$ cat config.mk
export PLATFORM = sky130hd
export DESIGN_NAME = tea_decipher
export DESIGN_NICKNAME = d
export VERILOG_FILES = /design/src/rtl/tea_pkg.sv /design/src/rtl/tea_round_term.sv /design/src/rtl/tea_decipher.sv
export SDC_FILE = /design/constraint.sdc
export NUM_CORES = 1
export LEC_CHECK = 0
export CAP_MARGIN = 20
export CORE_ASPECT_RATIO = 1.4
export CORE_UTILIZATION = 25
export DETAILED_ROUTE_END_ITERATION = 7
export DONT_BUFFER_PORTS = 1
export GPL_TIMING_DRIVEN = 0
export PLACE_DENSITY = 0.5
export SYNTH_ARGS = -nofsm -noshare
export SYNTH_HDL_FRONTEND = slang
export SYNTH_SLANG_ARGS = --single-unit
export TNS_END_PERCENT = 20
$ cat constraint.sdc
create_clock -name clk -period 11.7 [get_ports clk]
set_clock_uncertainty 0.05 [all_clocks]
set_input_delay 0.585 -clock clk [delete_from_list [all_inputs] [get_ports clk]]
set_output_delay 0.585 -clock clk [all_outputs]
set_load 0.01 [all_outputs]
$ cat src/rtl/tea_pkg.sv
// Shared TEA definitions: key-schedule constant, decipher FSM encoding and the
// initial sum helper used to start deciphering from the last round's sum.
package tea_pkg;

  localparam logic [31:0] TEA_DELTA = 32'h9e3779b9;

  localparam logic [2:0] ST_IDLE    = 3'd0;
  localparam logic [2:0] ST_CALC_V1 = 3'd1;
  localparam logic [2:0] ST_SUB_V1  = 3'd2;
  localparam logic [2:0] ST_CALC_V0 = 3'd3;
  localparam logic [2:0] ST_SUB_V0  = 3'd4;
  localparam logic [2:0] ST_DONE    = 3'd5;

  typedef enum logic [2:0] {
    IDLE    = ST_IDLE,
    CALC_V1 = ST_CALC_V1,
    SUB_V1  = ST_SUB_V1,
    CALC_V0 = ST_CALC_V0,
    SUB_V0  = ST_SUB_V0,
    DONE    = ST_DONE
  } tea_state_e;

  // Sum after 'rounds' encryption rounds, modulo 2^32.
  function automatic logic [31:0] tea_sum_init(input int unsigned rounds,
                                               input logic [31:0] delta = TEA_DELTA);
    return delta * 32'(rounds);
  endfunction

endpackage

$ cat src/rtl/tea_round_term.sv
// Combinational TEA round terms (x<<4)+ka, x+s and (x>>5)+kb; the Feistel mix
// is their XOR. Shared between the cipher and decipher datapaths.
module tea_round_term #(
  parameter int WORD_SIZE = 32
) (
  input  logic [WORD_SIZE-1:0] x,
  input  logic [WORD_SIZE-1:0] s,
  input  logic [WORD_SIZE-1:0] ka,
  input  logic [WORD_SIZE-1:0] kb,
  output logic [WORD_SIZE-1:0] term_a,
  output logic [WORD_SIZE-1:0] term_b,
  output logic [WORD_SIZE-1:0] term_c
);

  assign term_a = (x << 4) + ka;
  assign term_b = x + s;
  assign term_c = (x >> 5) + kb;

endmodule

$ cat src/rtl/tea_decipher.sv
// Multi-cycle TEA block decipher, four cycles per Feistel round, level iStart/oDone
// handshake. Define TEA_DECIPHER_KEY_LATCH_EN to capture the key at start.
//
// state   | meaning
// IDLE    | waiting for iStart; loads ciphertext, sum and count
// CALC_V1 | register the three terms of the v1 mix from oP0
// SUB_V1  | oP1 -= mix
// CALC_V0 | register the three terms of the v0 mix from oP1
// SUB_V0  | oP0 -= mix, sum -= DELTA, advance round count
// DONE    | result valid, wait for iStart to drop
module tea_decipher
  import tea_pkg::*;
#(
  parameter int          WORD_SIZE    = 32,
  parameter logic [31:0] DELTA        = TEA_DELTA,
  parameter int          ROUND_NUMBER = 32
) (
  input  logic                 clk,
  input  logic                 rst,
  input  logic                 iStart,
  input  logic [WORD_SIZE-1:0] iC0,
  input  logic [WORD_SIZE-1:0] iC1,
  input  logic [WORD_SIZE-1:0] iK0,
  input  logic [WORD_SIZE-1:0] iK1,
  input  logic [WORD_SIZE-1:0] iK2,
  input  logic [WORD_SIZE-1:0] iK3,
  output logic [WORD_SIZE-1:0] oP0,
  output logic [WORD_SIZE-1:0] oP1,
  output logic                 oDone
);

  localparam int              CW       = (ROUND_NUMBER > 1) ? $clog2(ROUND_NUMBER) : 1;
  localparam logic [CW-1:0]   LAST     = CW'(ROUND_NUMBER - 1);
  localparam logic [31:0]     SUM_INIT = tea_sum_init(ROUND_NUMBER, DELTA);

  tea_state_e state, state_nxt;

  logic [31:0]          sum;
  logic [CW-1:0]        count;
  logic [WORD_SIZE-1:0] ra, rb, rc;
  logic [WORD_SIZE-1:0] k0, k1, k2, k3;
  logic [WORD_SIZE-1:0] term_x, term_ka, term_kb;
  logic [WORD_SIZE-1:0] term_a, term_b, term_c;
  logic [WORD_SIZE-1:0] mix;
  logic                 load;

  assign load = (state == IDLE) && iStart;

`ifdef TEA_DECIPHER_KEY_LATCH_EN
  logic [WORD_SIZE-1:0] key0, key1, key2, key3;

  always_ff @(posedge clk or negedge rst) begin
    if (!rst) begin
      key0 <= '0;
      key1 <= '0;
      key2 <= '0;
      key3 <= '0;
    end else if (load) begin
      key0 <= iK0;
      key1 <= iK1;
      key2 <= iK2;
      key3 <= iK3;
    end
  end

  assign k0 = key0;
  assign k1 = key1;
  assign k2 = key2;
  assign k3 = key3;
`else
  assign k0 = iK0;
  assign k1 = iK1;
  assign k2 = iK2;
  assign k3 = iK3;
`endif

  // CALC_V0 works on oP1 with K0/K1; every other state uses the v1 operands.
  assign term_x  = (state == CALC_V0) ? oP1 : oP0;
  assign term_ka = (state == CALC_V0) ? k0  : k2;
  assign term_kb = (state == CALC_V0) ? k1  : k3;

  tea_round_term #(
    .WORD_SIZE (WORD_SIZE)
  ) u_round_term (
    .x      (term_x),
    .s      (WORD_SIZE'(sum)),
    .ka     (term_ka),
    .kb     (term_kb),
    .term_a (term_a),
    .term_b (term_b),
    .term_c (term_c)
  );

  assign mix = ra ^ rb ^ rc;

  always_comb begin
    state_nxt = state;
    case (state)
      IDLE:    if (iStart) state_nxt = CALC_V1;
      CALC_V1: state_nxt = iStart ? SUB_V1  : IDLE;
      SUB_V1:  state_nxt = iStart ? CALC_V0 : IDLE;
      CALC_V0: state_nxt = iStart ? SUB_V0  : IDLE;
      SUB_V0: begin
        if (!iStart)            state_nxt = IDLE;
        else if (count == LAST) state_nxt = DONE;
        else                    state_nxt = CALC_V1;
      end
      DONE:    if (!iStart) state_nxt = IDLE;
      default: state_nxt = IDLE;
    endcase
  end

  always_ff @(posedge clk or negedge rst) begin
    if (!rst) begin
      state <= IDLE;
      oDone <= 1'b0;
    end else begin
      state <= state_nxt;
      oDone <= (state_nxt == DONE);
    end
  end

  // Datapath updates are gated by iStart so an abort edge leaves partial values intact.
  always_ff @(posedge clk or negedge rst) begin
    if (!rst) begin
      oP0   <= '0;
      oP1   <= '0;
      sum   <= '0;
      count <= '0;
      ra    <= '0;
      rb    <= '0;
      rc    <= '0;
    end else if (iStart) begin
      case (state)
        IDLE: begin
          oP0   <= iC0;
          oP1   <= iC1;
          sum   <= SUM_INIT;
          count <= '0;
        end
        CALC_V1, CALC_V0: begin
          ra <= term_a;
          rb <= term_b;
          rc <= term_c;
        end
        SUB_V1: oP1 <= oP1 - mix;
        SUB_V0: begin
          oP0   <= oP0 - mix;
          sum   <= sum - DELTA;
          count <= count + CW'(1);
        end
        default: ;
      endcase
    end
  end

endmodule

; Yosys cells after proc, flatten, opt, wreduce, memory -nomap -nowiden
; Index checks and enable logic that the tools add are counted.
[word_totals]
latchBits = 0
regBits = 201
out_inout_bits = 65
n_memories = 0
inputBits = 195
elab_cells = 47
mem_bits_ro = 0
mem_bits_rw = 0
[classes]
reduce_logical = 7
shifts = 0
bitwise = 2
multipliers = 0
div_mod_pow = 0
n_mux = 15
addsub = 7
order_cmp = 0
n_eq_ne = 7
[op_table]
columns = operator, count
row1 = $pmux 32 s2, 3
row2 = $mux 32, 3
row3 = $add 32x32->32, 2
row4 = $sub 32x32->32, 2
row5 = $xor 32x32->32, 2
row6 = $add 27x32->32, 1
row7 = $sub 32x32->32 const B, 1
row8 = $pmux 3 s6, 1
row9 = $mux 3, 5
row10 = $pmux 5 s2, 1
row11 = $eq 3x3->1 const B, 3
row12 = $eq 3x2->1 const B, 2
row13 = $reduce_and 2->1, 3
row14 = $add 5x1->5 const B, 1
row15 = $eq 5x5->1 const B, 1
row16 = $mux 2, 2
row17 = $reduce_bool 2->1, 2
row18 = $eq 3x1->1 const B, 1
row19 = $logic_not 3->1, 1
row20 = $reduce_or 2->1, 1

; Depth between registers and ports, before layout
[logic_depth]
ltp_word = 5
mapped_depth = 24
depth_no_buf = 19

; By module
; From an unflattened synthesis, not the netlist that was laid out.
[unflattened]
hier_cells = 2198
hier_area_um2 = 18896.9
[modules_own_cells]
columns = module, instances, area_each_um2, seq_area_each_um2, cells_per_inst
row1 = tea_decipher, 1, 14072.2, 5029.8, 1512
row2 = tea_round_term, 1, 4824.6, 0.0, 686

; Least setup slack after synthesis
; OpenSTA, ideal clock, no wires.
[synth_path]
path_kind = register to register
start = register state[1]
end = register ra[31]
t_arrival_ns = 5.055
path_buffers = 6
setup_time_ns = 0.125
period_less_slack_ns = 5.230
setup_slack_ns = 6.470
stages_incl_launch_ff = 24
required_ns = 11.525
cell_sequence = dfrtp_1 clkbuf_1 and3b_1 clkbuf_1 clkbuf_1 buf_1 clkbuf_1 clkbuf_1 nand2_1 nand2_1 ha_1 a21o_1 a21oi_1 o21bai_1 a211oi_1 o31ai_1 a211o_1 a31oi_1 o211ai_1 a21oi_1 o41ai_1 a221oi_1 xnor2_1 mux2_2
[synth_via]
elab_chain_len = 3
word_cells_on_any_way = 7
classes_between = add/sub: 1 / eq/ne: 2 / mux: 2 / reduce/logical: 2
[synth_rtl]
columns = item, line_no
row1 = "start, declared", tea_decipher.sv:36  ; tea_state_e state, state_nxt;
row2 = "start signal, assigned", tea_decipher.sv:118  ; state <= state_nxt;
row3 = $eq 3x2->1 or $eq 3x1->1 (tied branches), "tea_decipher.sv:78, tea_decipher.sv:79, tea_decipher.sv:134"
row4 = $mux 32 (tied with other cells), tea_decipher.sv:78  ; assign term_x = (state == CALC_V0) ? oP1 : oP0;
row5 = $add 32x32->32 or $reduce_and 2->1 (tied branches), --
row6 = "end signal, assigned", tea_decipher.sv:142  ; ra <= term_a;
row7 = "end, declared", tea_decipher.sv:40  ; logic [WORD_SIZE-1:0] ra, rb, rc;
; Several ways; a longest one is shown, not always the timed one.
; A chain may end at the register's enable or synchronous reset.

; Final worst setup path
[layout_path]
start = register state[1]
end = register ra[30]
; The elaborated chain is that of the path after synthesis.

==> insert_results.sql <==
INSERT INTO impl_metrics (metric_group, metric, value, unit) VALUES
('status', 'status', 'finished with violations', ''),
('status', 'violated_checks', 'hold timing', ''),
('grt', 'grt_pass1_vias', '17370', ''),
('sta', 'worst-slew-pin-transition', '1.286', 'ns'),
('clock_tree', 'htree_num_levels', '1', ''),
('power', 'netSwitchingPower', '0.004151', 'W'),
('sta', 'timing_hold_violations_final', '28', ''),
('detailed_routing', 'drt_iter0_markers', '1064', ''),
('sta', 'rsz0062_at_grt', 'false', ''),
('layout', 'nFillCells', '7861', ''),
('setup_path', 'worstPathMaxFanout', '10', ''),
('grt', 'grt_util_all_layers', '21.40', '%'),
('sta', 'holdWs', '-0.02909', 'ns'),
('logic_synthesis', 'gate_count_after_technology_mapping', '2320', ''),
('layout', 'syn_to_final_growth', '11.90', '%'),
('logic_synthesis', 'synthArstFlopShare', '100.0', '%'),
('power', 'seq_power_share', '17.3', '%'),
('setup_path', 'worst_r2r_startpoint', 'state[1]$_DFF_PN0_', ''),
('place', 'gp_congestion', '0.9448', ''),
('sta', 'drv_slew', '0', ''),
('grt', 'grt_overflow', '0', ''),
('worst_hold_path', 'timing.hold.worst.class', 'input pin to asynchronous set/reset pin', ''),
('sta', 'slew_headroom', '14.30', '%'),
('run', 'maxCapViolCount', '0', ''),
('layout', 'multi_input_comb_area', '12200', 'sq um'),
('layout', 'layout_common_cells', 'nand2_1, o21ai_0, dfrtp_1', ''),
('layout', 'final_net_count', '2662', ''),
('setup_path', 'cp-start-kind', 'register', ''),
('place', 'placement.io_buffers', '0', ''),
('clock_tree', 'cts_inserted_buffers', '24', ''),
('setup_path', 'worst-r2r-cell-count', '26', ''),
('clock_tree', 'clockBufferDepth', '3', ''),
('layout', 'area_used_by_sequential_logic_in_the_layout', '5030', 'sq um'),
('sta', 'fmax', '0.1231', 'GHz'),
('setup_path', 'worst-endpoint-arrival', '8.47', 'ns'),
('place', 'hpwlAfterDp', '64340', 'um'),
('die', 'initial_utilization', '25.23', '%'),
('logic_synthesis', 'synth_area_per_cell', '7.766', 'sq um'),
('power', 'p_leak', '8.571', 'nW'),
('clock_tree', 'cts_tree', 'yes', ''),
('power', 'power.switching_fraction', '53.67', '%'),
('detailed_routing', 'drc', '0', ''),
('logic_synthesis', 'synth_cell_types', '93', ''),
('detailed_routing', 'routed_wire_length_per_instance', '23.93', 'um'),
('clock_tree', 'tritoncts_num_sinks', '201', ''),
('setup_path', 'cp.required', '12.05', 'ns'),
('clock_tree', 'clkLatencyLatePin', '0.56', 'ns'),
('setup_path', 'cp-startpoint', 'state[1]$_DFF_PN0_', ''),
('grt', 'grt_max_degree', '202', ''),
('die', 'dieArea', '73160', 'sq um'),
('die', 'die_h', '319.6', 'um'),
('grt', 'global_route_wire_length_before_repair', '115600', 'um'),
('sta', 'setup_viol', '0', ''),
('logic_synthesis', 'synth-seq-cells', '201', ''),
('power', 'vdd.ir_drop.worst', '0.0001584', 'V'),
('detailed_routing', 'detailedRoute.firstPassIterationCount', '5', ''),
('die', 'core.rowCount', '116', ''),
('power', 'pd_cells', '383.6', 'nW/um^2'),
('grt', 'antenna_found_initial', '17', ''),
('power', 'p_comb_share', '72.4', '%'),
('sta', 'setup_tns', '0', 'ns'),
('die', 'die_w', '228.9', 'um'),
('sta', 'finalCritPeriodShare', '69.41', '%'),
('logic_synthesis', 'synth_ff_type', 'dfrtp_1', ''),
('logic_synthesis', 'syn-num-nets', '2622', ''),
('layout', 'most_common_library_cell_in_the_layout_ignoring_fill_and_taps', 'nand2_1', ''),
('detailed_routing', 'vias', '17460', ''),
('clock_tree', 'cts.clk_slew.worst_paths', '0.07', 'ns'),
('detailed_routing', 'detail_route.vias_per_cell', '5.245', ''),
('setup_path', 'critical_path_class', 'register to register', ''),
('logic_synthesis', 'synth_edf_count', '0', ''),
('die', 'core-area', '71410', 'sq um'),
('logic_synthesis', 'yosysSeqAreaShare', '27.92', '%'),
('sta', 'fin_crit', '8.121', 'ns'),
('clock_tree', 'cts_post_setup_buffers_inserted', '0', ''),
('detailed_routing', 'totalWireLength', '79640', 'um'),
('power', 'pwr-share-clk', '10.3', '%'),
('logic_synthesis', 'yosys_warnings', '0', ''),
('clock_tree', 'ctsRootBufferMaster', 'clkbuf_16', ''),
('logic_synthesis', 'syn_area', '18020', 'sq um'),
('detailed_routing', 'route.antenna.remaining_nets', '0', ''),
('die', 'top_level_ports', '260', ''),
('setup_path', 'endpoint_kind', 'register', ''),
('layout', 'share_of_layout_cells_above_drive_strength_1', '4.415', '%'),
('power', 'internal-power', '0.003583', 'W');
[power by group through the flow]
stage	Combinational, W	Clock [W]	Sequential, W
after detailed placement	0.00552	0	0.00135
after global placement	0.00550	0	0.00135
after floorplan	0.00416	0	0.00119
final	0.00560	0.000795	0.00134
after global routing	0.00614	0.000833	0.00137
after CTS	0.00558	0.000809	0.00134
[state kept, by name (all words and copies together) (netlist names)]
signal / flops
count: 5
oDone: 1
oP0: 32
oP1: 32
ra: 32
rb: 32
rc: 32
state: 3
sum: 32
[per-layer routing]
layer | routed length [um] | track usage (%)
met1 | 28880 | 22.32
met5 | 133 | 0
met2 | 40100 | 38.55
met3 | 4891 | 4.877
met4 | 5632 | 13.57
[layout make-up]
class	count	share of cell area [%]
Clock buffer	29	3.221
Multi-Input combinational cell	1913	60.50
Clock inverter	15	0.7200
Sequential cell	201	24.95
Tap cell	944	5.859
Timing Repair Buffer	14	0.7324
Buffer	129	2.514
Antenna cell	6	0.07448
Inverter	77	1.434
[worst paths after layout]
kind                                  endpoint  slack, ns
setup reg to reg            ra[30]$_DFFE_PN0P_       3.58
setup / recovery            ra[30]$_DFFE_PN0P_       3.58
min in group clk           oP0[20]$_DFFE_PN0P_       0.13
max in group asynchronous   rc[31]$_DFFE_PN0P_      10.55
hold / removal              oP1[6]$_DFFE_PN0P_      -0.03
hold reg to reg             rb[13]$_DFFE_PN0P_       0.44
[synth_stat cells (5+ instances only)]
library cell,count,area (sq um)
nor3_1,34,170.2
clkbuf_1,106,397.9
nor2_1,157,589.3
and2_1,20,125.1
o31ai_1,24,180.2
xor2_1,80,700.7
inv_1,77,289.0
maj3_1,33,330.3
and3_1,20,125.1
a31oi_1,38,237.7
or2_2,10,62.56
a21o_1,50,375.4
xnor3_1,17,382.9
o21a_1,9,67.56
ha_1,104,1301
nand4_1,10,62.56
o211ai_1,12,90.09
a21oi_1,148,740.7
nand2b_1,12,75.07
nor3b_1,7,52.55
buf_1,12,45.04
nor4_1,10,62.56
a22oi_1,25,187.7
o21bai_1,9,67.56
o22ai_1,35,219.0
buf_2,6,30.03
a21boi_0,8,60.06
o221ai_1,6,52.55
nor2b_1,20,125.1
a211oi_1,13,97.59
o21ai_0,229,1146
a221oi_1,7,61.31
nand2_1,421,1580
dfrtp_1,201,5030
nand3b_1,6,45.04
or3_1,30,187.7
nand3_1,73,365.4
xnor2_1,123,1077
or4_1,5,37.54
mux2i_1,15,150.1
a22o_1,5,43.79
o2111ai_1,5,43.79
o41ai_1,5,43.79
[worst max-delay path: stages, from the launching register on]
cell and delay, ns:
dfrtp_1 0.35, clkbuf_1 0.39, and3b_1 0.23, clkbuf_1 0.44, clkbuf_1 0.66, buf_1 0.39
buf_8 0.23, clkbuf_1 0.54, buf_8 0.23, clkbuf_1 0.64, nand2_1 0.11, nand2_1 0.12
ha_1 0.21, fa_1 0.23, a21o_1 0.12, a21oi_1 0.11, o221a_2 0.29, o31ai_1 0.37
a21oi_1 0.22, o2111ai_1 0.36, a41oi_1 0.21, o21ai_0 0.35, nand2_1 0.10, a2111oi_0 0.45
a211oi_1 0.12, xnor2_1 0.28, o21ai_0 0.12
[per-stage QoR]
step	instances	utilization [%]	power (W)	setup WS (ns)	instance area [sq um]
after CTS	3322	28.21	0.007730	3.552	20140
after global placement	3264	26.88	0.006851	2.911	19200
final	3328	28.23	0.007734	3.579	20160
after detailed placement	3277	27.06	0.006869	3.583	19320
after global routing	3326	28.22	0.008339	3.079	20150
after floorplan	2320	-	0.005352	6.470	18020
[cells by family (layout without fill, tap and decap cells)]
family / after synthesis / in the layout / share of synthesized area, %
AO/OA/AOI/OAI: 680 / 680 / 23.50
other: 0 / 6 / 0
flip-flops: 201 / 201 / 27.92
multiplexers: 17 / 17 / 1.021
buffers and inverters: 206 / 264 / 4.417
AND/OR/NAND/NOR: 848 / 848 / 21.01
adder cells (fa/ha/maj): 144 / 144 / 9.640
XOR/XNOR: 224 / 224 / 12.49
[repair_timing]
| action | in CTS | in global routing |
|---|---|---|
| hold buffers | 1 | 0 |
| endpoints found under the setup margin | 0 | 0 |
| gates resized for setup | 0 | 0 |
| hold endpoints to repair | 201 | 0 |
Note: power is estimated with default switching activity, not from simulation.
